--- config.mk ---
export PLATFORM = sky130hd
export DESIGN_NAME = imm_gen_pipe
export DESIGN_NICKNAME = d
export VERILOG_FILES = /design/src/rtl/imm_pkg.sv /design/src/rtl/imm_decode.sv /design/src/rtl/imm_gen_pipe.sv
export SDC_FILE = /design/constraint.sdc
export NUM_CORES = 1
export LEC_CHECK = 0
export BUFFER_PORTS_ARGS = -buffer_cell sky130_fd_sc_hd__buf_4
export CAP_MARGIN = 20
export CORE_MARGIN = 2
export CORE_UTILIZATION = 49
export DETAILED_ROUTE_END_ITERATION = 8
export PLACE_DENSITY = 0.72
export SYNTH_ARGS = -nofsm -noshare
export SYNTH_HDL_FRONTEND = slang
export SYNTH_SLANG_ARGS = --single-unit
--- constraint.sdc ---
create_clock -name clk -period 2.3 [get_ports clk]
set_input_delay 0.23 -clock clk [delete_from_list [all_inputs] [get_ports clk]]
set_output_delay 0.23 -clock clk [all_outputs]
set_load 0.1 [all_outputs]
--- src/rtl/imm_pkg.sv ---
// imm_pkg: shared types and constants for the immediate-generator slice.
//   imm_sel_e  - 3-bit immediate-type select (110/111 reserved, always illegal;
//                101 is the CSR zimm type, legal only when IMM_CSR_Z_EN is defined)
//   occ_e      - occupancy of the output/skid slot pair
//   xlen_legal - datapath-width legality check used at elaboration
package imm_pkg;

  typedef enum logic [2:0] {
    IMM_I    = 3'b000,
    IMM_S    = 3'b001,
    IMM_B    = 3'b010,
    IMM_J    = 3'b011,
    IMM_U    = 3'b100,
    IMM_Z    = 3'b101,
    IMM_RSV6 = 3'b110,
    IMM_RSV7 = 3'b111
  } imm_sel_e;

  typedef enum logic [1:0] {
    OCC_EMPTY = 2'd0,
    OCC_ONE   = 2'd1,
    OCC_FULL  = 2'd2
  } occ_e;

  localparam int unsigned XLEN_NARROW = 32;
  localparam int unsigned XLEN_WIDE   = 64;

  function automatic bit xlen_legal(input int unsigned xlen);
    return (xlen == XLEN_NARROW) || (xlen == XLEN_WIDE);
  endfunction

endpackage

--- src/rtl/imm_decode.sv ---
// imm_decode: combinational immediate extraction and extension.
//   instr   [31:0]     raw instruction word
//   imm_sel [2:0]      immediate type (imm_sel_e)
//   imm     [XLEN-1:0] extended immediate, zero for an illegal select
//   illegal            imm_sel is not a supported encoding
// Configuration: IMM_CSR_Z_EN enables the Z (CSR uimm) type on select 101.
module imm_decode
  import imm_pkg::*;
#(
  parameter int unsigned XLEN = 32
) (
  input  logic [31:0]     instr,
  input  logic [2:0]      imm_sel,
  output logic [XLEN-1:0] imm,
  output logic            illegal
);

  logic [31:0] imm32;
  // Opcode field never contributes to any immediate.
  logic        unused_opcode;

  assign unused_opcode = ^instr[6:0];

  always_comb begin
    imm32   = '0;
    illegal = 1'b0;
    case (imm_sel_e'(imm_sel))
      IMM_I: imm32 = {{20{instr[31]}}, instr[31:20]};
      IMM_S: imm32 = {{20{instr[31]}}, instr[31:25], instr[11:7]};
      IMM_B: imm32 = {{19{instr[31]}}, instr[31], instr[7], instr[30:25],
                      instr[11:8], 1'b0};
      IMM_J: imm32 = {{11{instr[31]}}, instr[31], instr[19:12], instr[20],
                      instr[30:21], 1'b0};
      IMM_U: imm32 = {instr[31:12], 12'b0};
`ifdef IMM_CSR_Z_EN
      IMM_Z: imm32 = {27'b0, instr[19:15]};
`endif
      default: begin
        imm32   = '0;
        illegal = 1'b1;
      end
    endcase
  end

  // Every signed type already carries instr[31] in bit 31 and Z has bit 31
  // clear, so one signed widening covers both sign and zero extension.
  assign imm = XLEN'(signed'(imm32));

endmodule

--- src/rtl/imm_gen_pipe.sv ---
// imm_gen_pipe: registered, handshaked immediate generator with a 2-entry
// skid buffer (slot 0 = output register, slot 1 = skid register).
//   clk, rst                    clock, asynchronous active-high reset
//   flush                       synchronous kill of every held entry
//   in_valid / in_ready         upstream handshake (in_ready is registered)
//   instr, imm_sel, in_tag      instruction word, immediate type, sideband tag
//   out_valid / out_ready       downstream handshake
//   imm_ext, out_tag, illegal   slot-0 immediate, its tag, illegal-select flag
// Configuration: IMM_CSR_Z_EN (see imm_decode) enables select 101.
module imm_gen_pipe
  import imm_pkg::*;
#(
  parameter int unsigned XLEN  = 32,
  parameter int unsigned TAG_W = 8
) (
  input  logic             clk,
  input  logic             rst,
  input  logic             flush,
  input  logic             in_valid,
  output logic             in_ready,
  input  logic [31:0]      instr,
  input  logic [2:0]       imm_sel,
  input  logic [TAG_W-1:0] in_tag,
  output logic             out_valid,
  input  logic             out_ready,
  output logic [XLEN-1:0]  imm_ext,
  output logic [TAG_W-1:0] out_tag,
  output logic             illegal
);

  localparam bit XLEN_OK = xlen_legal(XLEN);

  generate
    if (!XLEN_OK) begin : g_bad_xlen
      $error("imm_gen_pipe: XLEN must be 32 or 64");
    end
  endgenerate

  logic [XLEN-1:0]  dec_imm;
  logic             dec_illegal;

  occ_e             state;
  occ_e             state_next;
  logic             in_ready_q;

  logic [XLEN-1:0]  s0_imm;
  logic [TAG_W-1:0] s0_tag;
  logic             s0_ill;
  logic [XLEN-1:0]  s1_imm;
  logic [TAG_W-1:0] s1_tag;
  logic             s1_ill;

  logic             in_xfer;
  logic             out_xfer;
  logic             load_s0_in;
  logic             load_s0_skid;
  logic             load_s1;

  imm_decode #(
    .XLEN (XLEN)
  ) u_decode (
    .instr   (instr),
    .imm_sel (imm_sel),
    .imm     (dec_imm),
    .illegal (dec_illegal)
  );

  assign in_xfer  = in_valid && in_ready_q;
  assign out_xfer = (state != OCC_EMPTY) && out_ready;

  always_comb begin
    state_next   = state;
    load_s0_in   = 1'b0;
    load_s0_skid = 1'b0;
    load_s1      = 1'b0;
    if (flush) begin
      state_next = OCC_EMPTY;
    end else begin
      case (state)
        OCC_EMPTY: begin
          if (in_xfer) begin
            load_s0_in = 1'b1;
            state_next = OCC_ONE;
          end
        end
        OCC_ONE: begin
          if (in_xfer && out_xfer) begin
            load_s0_in = 1'b1;
          end else if (in_xfer) begin
            load_s1    = 1'b1;
            state_next = OCC_FULL;
          end else if (out_xfer) begin
            state_next = OCC_EMPTY;
          end
        end
        OCC_FULL: begin
          if (out_xfer) begin
            load_s0_skid = 1'b1;
            state_next   = OCC_ONE;
          end
        end
        default: state_next = OCC_EMPTY;
      endcase
    end
  end

  always_ff @(posedge clk or posedge rst) begin
    if (rst) begin
      state      <= OCC_EMPTY;
      in_ready_q <= 1'b1;
      s0_imm     <= '0;
      s0_tag     <= '0;
      s0_ill     <= 1'b0;
      s1_imm     <= '0;
      s1_tag     <= '0;
      s1_ill     <= 1'b0;
    end else begin
      state      <= state_next;
      in_ready_q <= (state_next != OCC_FULL);
      if (load_s0_in) begin
        s0_imm <= dec_imm;
        s0_tag <= in_tag;
        s0_ill <= dec_illegal;
      end else if (load_s0_skid) begin
        s0_imm <= s1_imm;
        s0_tag <= s1_tag;
        s0_ill <= s1_ill;
      end
      if (load_s1) begin
        s1_imm <= dec_imm;
        s1_tag <= in_tag;
        s1_ill <= dec_illegal;
      end
    end
  end

  assign in_ready  = in_ready_q;
  assign out_valid = (state != OCC_EMPTY);
  assign imm_ext   = s0_imm;
  assign out_tag   = s0_tag;
  assign illegal   = s0_ill;

endmodule

Word-level counts from Yosys, hierarchy flattened
Cells that the tools add are included.

word-level totals
  output and inout port bits = 43
  register bits after elaboration = 85
  logic and storage cells = 48
  bits of input ports = 48

operators by class
  equality and inequality tests = 7
  muxes and demuxes = 25
  reductions and logical operators = 8

operator list
  cell                  count
  $pmux W32 S5          1
  $mux W32              2
  $mux W8               2
  $mux W1               12
  $mux W2               6
  $eq A3 B2 Y1 const B  2
  $pmux W2 S3           1
  $reduce_or A5 Y1      1
  $reduce_bool A2 Y1    2
  $eq A3 B1 Y1 const B  1
  $eq A3 B3 Y1 const B  1
  $logic_and A1 B1 Y1   3
  $logic_not A3 Y1      1
  $eq A2 B1 Y1 const B  1
  $eq A2 B2 Y1 const B  1
  $logic_not A2 Y1      1
  $ne A2 B2 Y1 const B  1
  $pmux W1 S2           1

Depth between registers and ports, before layout
  depth after elaboration = 8
  mapped depth = 6
  gate-level depth less buffers = 4

Modules after synthesis
Synthesis repeated with hierarchy kept, for this count alone.

unflattened totals
  cells, all modules = 311
  area, all modules = 4518.1 um^2

modules (own cells, without submodules)
  module        cells an instance  instances  sequential area each (um^2)  area each (um^2)
  imm_gen_pipe  239                1          2128.3                       4066.4
  imm_decode    72                 1          0.0                          451.7

Worst setup path after synthesis
OpenSTA, ideal clock, no wires.

  path type = register -> register
  from = register in_ready_q (netlist: in_ready)
  to = register s0_imm[20] (netlist: imm_ext[20])
  arrival = 2.006 ns
  setup slack = 0.167 ns
  cell stages (with the launch flop) = 6
  data required time = 2.173 ns
  period minus slack after synthesis = 2.133 ns
  path buffers = 1
  library setup time = 0.127 ns
  path through = dfstp_2 -> nand2_1 -> nor4_4 -> nor2_1 -> buf_2 -> a221o_1

on the way
  word-level cells in the longest chain between the ends = 6
  elaborated cells between the ends (all ways) = 8
  those cells by class = mux: 5; reduce/logical: 3

ends and longest elaborated chain
  element                                                RTL line             RTL
  start: declaration                                     imm_gen_pipe.sv:44   logic in_ready_q;
  start signal: assignment                               imm_gen_pipe.sv:119  in_ready_q <= (state_next != OCC_FULL);
  $logic_and A1 B1 Y1 *                                  imm_gen_pipe.sv:68   assign in_xfer = in_valid && in_ready_q;
  $logic_and A1 B1 Y1                                    imm_gen_pipe.sv:87   if (in_xfer && out_xfer) begin
  $mux W1                                                imm_gen_pipe.sv:87
  $pmux W1 S2 *                                          imm_gen_pipe.sv:79   case (state)
  $mux W1 *                                              imm_gen_pipe.sv:76   if (flush) begin
  $mux W32 / $reduce_bool A2 Y1 (equally long branches)  -
  end signal: assignment                                 imm_gen_pipe.sv:121  s0_imm <= dec_imm;
  end signal: assignment                                 imm_gen_pipe.sv:125  s0_imm <= s1_imm;
  end: declaration                                       imm_gen_pipe.sv:46   logic [XLEN-1:0] s0_imm;

Every way passes the cells marked *; elsewhere a longest branch is shown, timed or not.
A chain may end at the register's enable or synchronous reset.

Worst setup path after layout
  from = register state[0]
  to = register s0_imm[21] (netlist: imm_ext[21])

on the way
  word-level cells in the longest chain between the ends = 7
  elaborated cells between the ends (all ways) = 14
  those cells by class = eq/ne: 2; mux: 7; reduce/logical: 5

ends and longest elaborated chain
  element                                                RTL line             RTL
  start: declaration                                     imm_gen_pipe.sv:42   occ_e state;
  start signal: assignment                               imm_gen_pipe.sv:118  state <= state_next;
  $reduce_bool A2 Y1                                     imm_gen_pipe.sv:69   assign out_xfer = (state != OCC_EMPTY) && out_ready;
  $logic_and A1 B1 Y1                                    imm_gen_pipe.sv:69
  $logic_and A1 B1 Y1                                    imm_gen_pipe.sv:87
  $mux W1                                                imm_gen_pipe.sv:87
  $pmux W1 S2                                            imm_gen_pipe.sv:79
  $mux W1                                                imm_gen_pipe.sv:76
  $mux W32 / $reduce_bool A2 Y1 (equally long branches)  -

Several ways; a longest one is shown, not always the timed one.

==> run summary <==
status -> finished clean
clock tree from TritonCTS -> built
Root Driver -> clkbuf_8
f_max -> 0.5259 GHz
synth warn -> 0
CP max FO -> 15
P_leak -> 2.395 nW
CTS buffer count -> 9
ys async rst share -> 100.0%
element type at the critical path start -> flip-flop
part of the cycle the worst path needs -> 82.67%
kind of critical path -> flip-flop to flip-flop
final estimated routing congestion in global placement -> 0.7639
critical path data required time -> 2.53 ns
antenna-violating nets left -> 0
clk slew on worst S/H paths -> 0.10 ns
Cells after DPL -> 556
H-tree lvl count -> 3
switch share -> 41.14%
number of synthesized flops with an enable pin -> 0
buffers inserted by post-CTS timing repair -> 0
internal power of the cells -> 2.966 mW
Final Critical Period -> 1.901 ns
Die Ht -> 93.83 um
Comb power frac -> 35.0%
# diodes -> 0
most congested layer reported by global routing -> met2
clock network latency to the later pin of the worst-skew pair -> 0.36 ns
Tot GR Track Use -> 22.14%
kind of capture point of the worst setup path -> flip-flop
Main synth FF type -> dfrtp_1
Synth Cell Area -> 3954 um^2
number of clock sinks seen by CTS -> 85
synthesized netlist cell count -> 388
fill cell total of the finished layout -> 657
mean post-synth cell area -> 10.19 um^2
Core Box Area -> 7767 um^2
Hold Path Class -> input pin to flip-flop
total die area -> 8803 um^2
final setup fails -> 0
flip-flop and latch count after synthesis -> 85
global-route wire length before repair -> 15010 um
Max clock buf depth -> 2
area taken by multi-input logic gates -> 1630 um^2
Final Hold Vio Count -> 0
GR Util met3 -> 5.136%
Post-Route Utilization -> 63.39%
number of top-level design ports -> 91
count of routing violations after the opening detailed-route iteration -> 182
Pre-antenna DRT Iters -> 5
initial core utilization -> 50.90%
data arrival time of the critical path -> 2.13 ns
FP Rows -> 32
proportion of power drawn by the clock network -> 26.0%
net load switching power -> 2.073 mW
nets@finish -> 514
drt total wl -> 9285 um
maximum number of pins on one net before global-route repair -> 56
worst ir drop on vdd -> 0.5530 mV
routed len/inst -> 16.20 um
synthesized net count -> 436
number of maximum-capacitance constraint violations -> 0
relative contribution of sequential cells to total power -> 38.9%
pwr/cell area -> 1024 nW/um^2
setup_tns -> 0 ns
number of global-route vias before repair -> 3001
worst slack on hold paths -> 0.06930 ns
Vias per Instance -> 5.504
actual slew at the worst max-slew pin -> 0.9545 ns
GR Layer Usage met2 -> 34.40%
via count -> 3154
DRC -> 0
grt met1 use -> 31.56%
setup repair after global routing missed its margin -> no
cts repair resizes -> 0
share of final-layout standard cells stronger than drive strength 1 -> 28.24%
sequential fraction of the synthesis area -> 53.83%
number of distinct library cells after synthesis -> 38
relative max-transition margin -> 36.13%
Clock Skews -> 0.01599 ns
HPWL after detailed placement -> 6285 um
number of antenna violations at the first check in global routing -> 0
hold-fix buffers at CTS -> 1
area used by sequential logic in the layout -> 2128 um^2
horizontal die dimension -> 93.83 um
Finished Layout Cells -> 573
max-slew violation total from the final report -> 0
area added between synthesis and finish -> 24.53%
aggregate global routing overflow -> 0
PortBufs -> 83
==> power groups by stage <==
stage,Sequential (mW),Combinational [mW],Clock [mW]
finish,1.96,1.77,1.31
global route,2.00,1.86,1.41
CTS,1.96,1.78,1.34
detailed placement,1.99,1.77,0
global placement,1.97,1.74,0
floorplan,2.90,0.429,0
==> cell families after synthesis <==
kind of cell	after synthesis	synth area share [%]
AND/OR/NAND/NOR	122	14.02
XOR/XNOR	2	0.4431
multiplexers	44	11.52
flip-flops	85	53.83
AO/OA/AOI/OAI	96	15.19
buffers and inverters	39	5.000
==> cell usage after synthesis, types with 2 or more instances <==
library cell / count / area (um^2)
dfrtp_1: 84 / 2102
nand2_1: 80 / 300.3
o21ai_0: 37 / 185.2
mux2i_1: 32 / 320.3
a21oi_1: 26 / 130.1
nor2_1: 18 / 67.56
a221o_1: 12 / 120.1
mux2_2: 12 / 135.1
buf_2: 11 / 55.05
inv_1: 11 / 41.29
clkbuf_1: 10 / 37.54
nor2b_1: 10 / 62.56
a22oi_1: 8 / 60.06
o22a_1: 8 / 70.07
buf_6: 4 / 45.04
and2_1: 2 / 12.51
buf_4: 2 / 15.01
==> worst paths after layout <==
| check | cells past startpoint | startpoint | slack, ns | endpoint |
|---|---|---|---|---|
| min | 3 | in_tag[3] | 0.07 | s1_tag[3]$_DFFE_PP0P_ |
| max reg2reg | 4 | state[0]$_DFF_PP0_ | 0.40 | imm_ext[21]$_DFFE_PP0P_ |
| min reg2reg | 2 | s1_imm[8]$_DFFE_PP0P_ | 0.48 | s1_imm[8]$_DFFE_PP0P_ |
| min in group asynchronous | 3 | rst | 0.43 | imm_ext[8]$_DFFE_PP0P_ |
| max | 4 | state[0]$_DFF_PP0_ | 0.40 | imm_ext[21]$_DFFE_PP0P_ |
| max in group asynchronous | 4 | rst | 1.22 | in_ready$_DFF_PP1_ |
==> through the flow <==
step	area (um^2)	power [mW]	worst slack (ns)
floorplan	3958	3.325	0.1674
global placement	4662	3.715	0.4287
detailed placement	4662	3.762	0.3710
CTS	4923	5.075	0.3530
global route	4923	5.262	0.2614
finish	4923	5.040	0.3985
==> cell type report <==
type | count | share of cell area, %
multi-input combinational | 264 | 33.11
clock buffer | 9 | 2.516
inverter | 11 | 0.9149
tap | 102 | 2.592
timing repair buffer | 95 | 15.04
sequential | 85 | 43.23
clock inverter | 7 | 2.592
==> registers in the layout (all words and copies together), names as in the netlist <==
| name | count |
|---|---|
| imm_ext | 32 |
| s1_imm | 32 |
| out_tag | 8 |
| s1_tag | 8 |
| state | 2 |
| illegal | 1 |
| in_ready | 1 |
| s1_ill | 1 |
==> critical path, stage by stage, from the launching register on <==
cell and delay [ns]:
dfrtp_1 0.42, nand3b_2 0.27, nor2_4 0.38, nor2_1 0.34
a221o_1 0.38
==> cell usage in the layout (no fill, tap or decap), types with 2 or more instances in the layout <==
master / synthesis / final
mux2i_1: 32 / 32
inv_1: 11 / 10
and2_1: 2 / 2
buf_12: 0 / 2
o22a_1: 8 / 8
inv_6: 0 / 2
a221o_1: 12 / 12
bufinv_16: 0 / 3
a21oi_1: 26 / 26
nand2_1: 80 / 79
nor2_1: 18 / 18
clkbuf_8: 0 / 9
dfrtp_1: 84 / 84
buf_4: 2 / 92
nor2b_1: 10 / 10
a22oi_1: 8 / 8
mux2_2: 12 / 12
o21ai_0: 37 / 37
==> per-layer routing <==
layer  vias up  routed length (um)
li1       1490                   -
met1      1556                4264
met2       104                4382
met3         4                 583
met4         0                  55
met5         -                   0
Power figures use the tool's default switching activity.
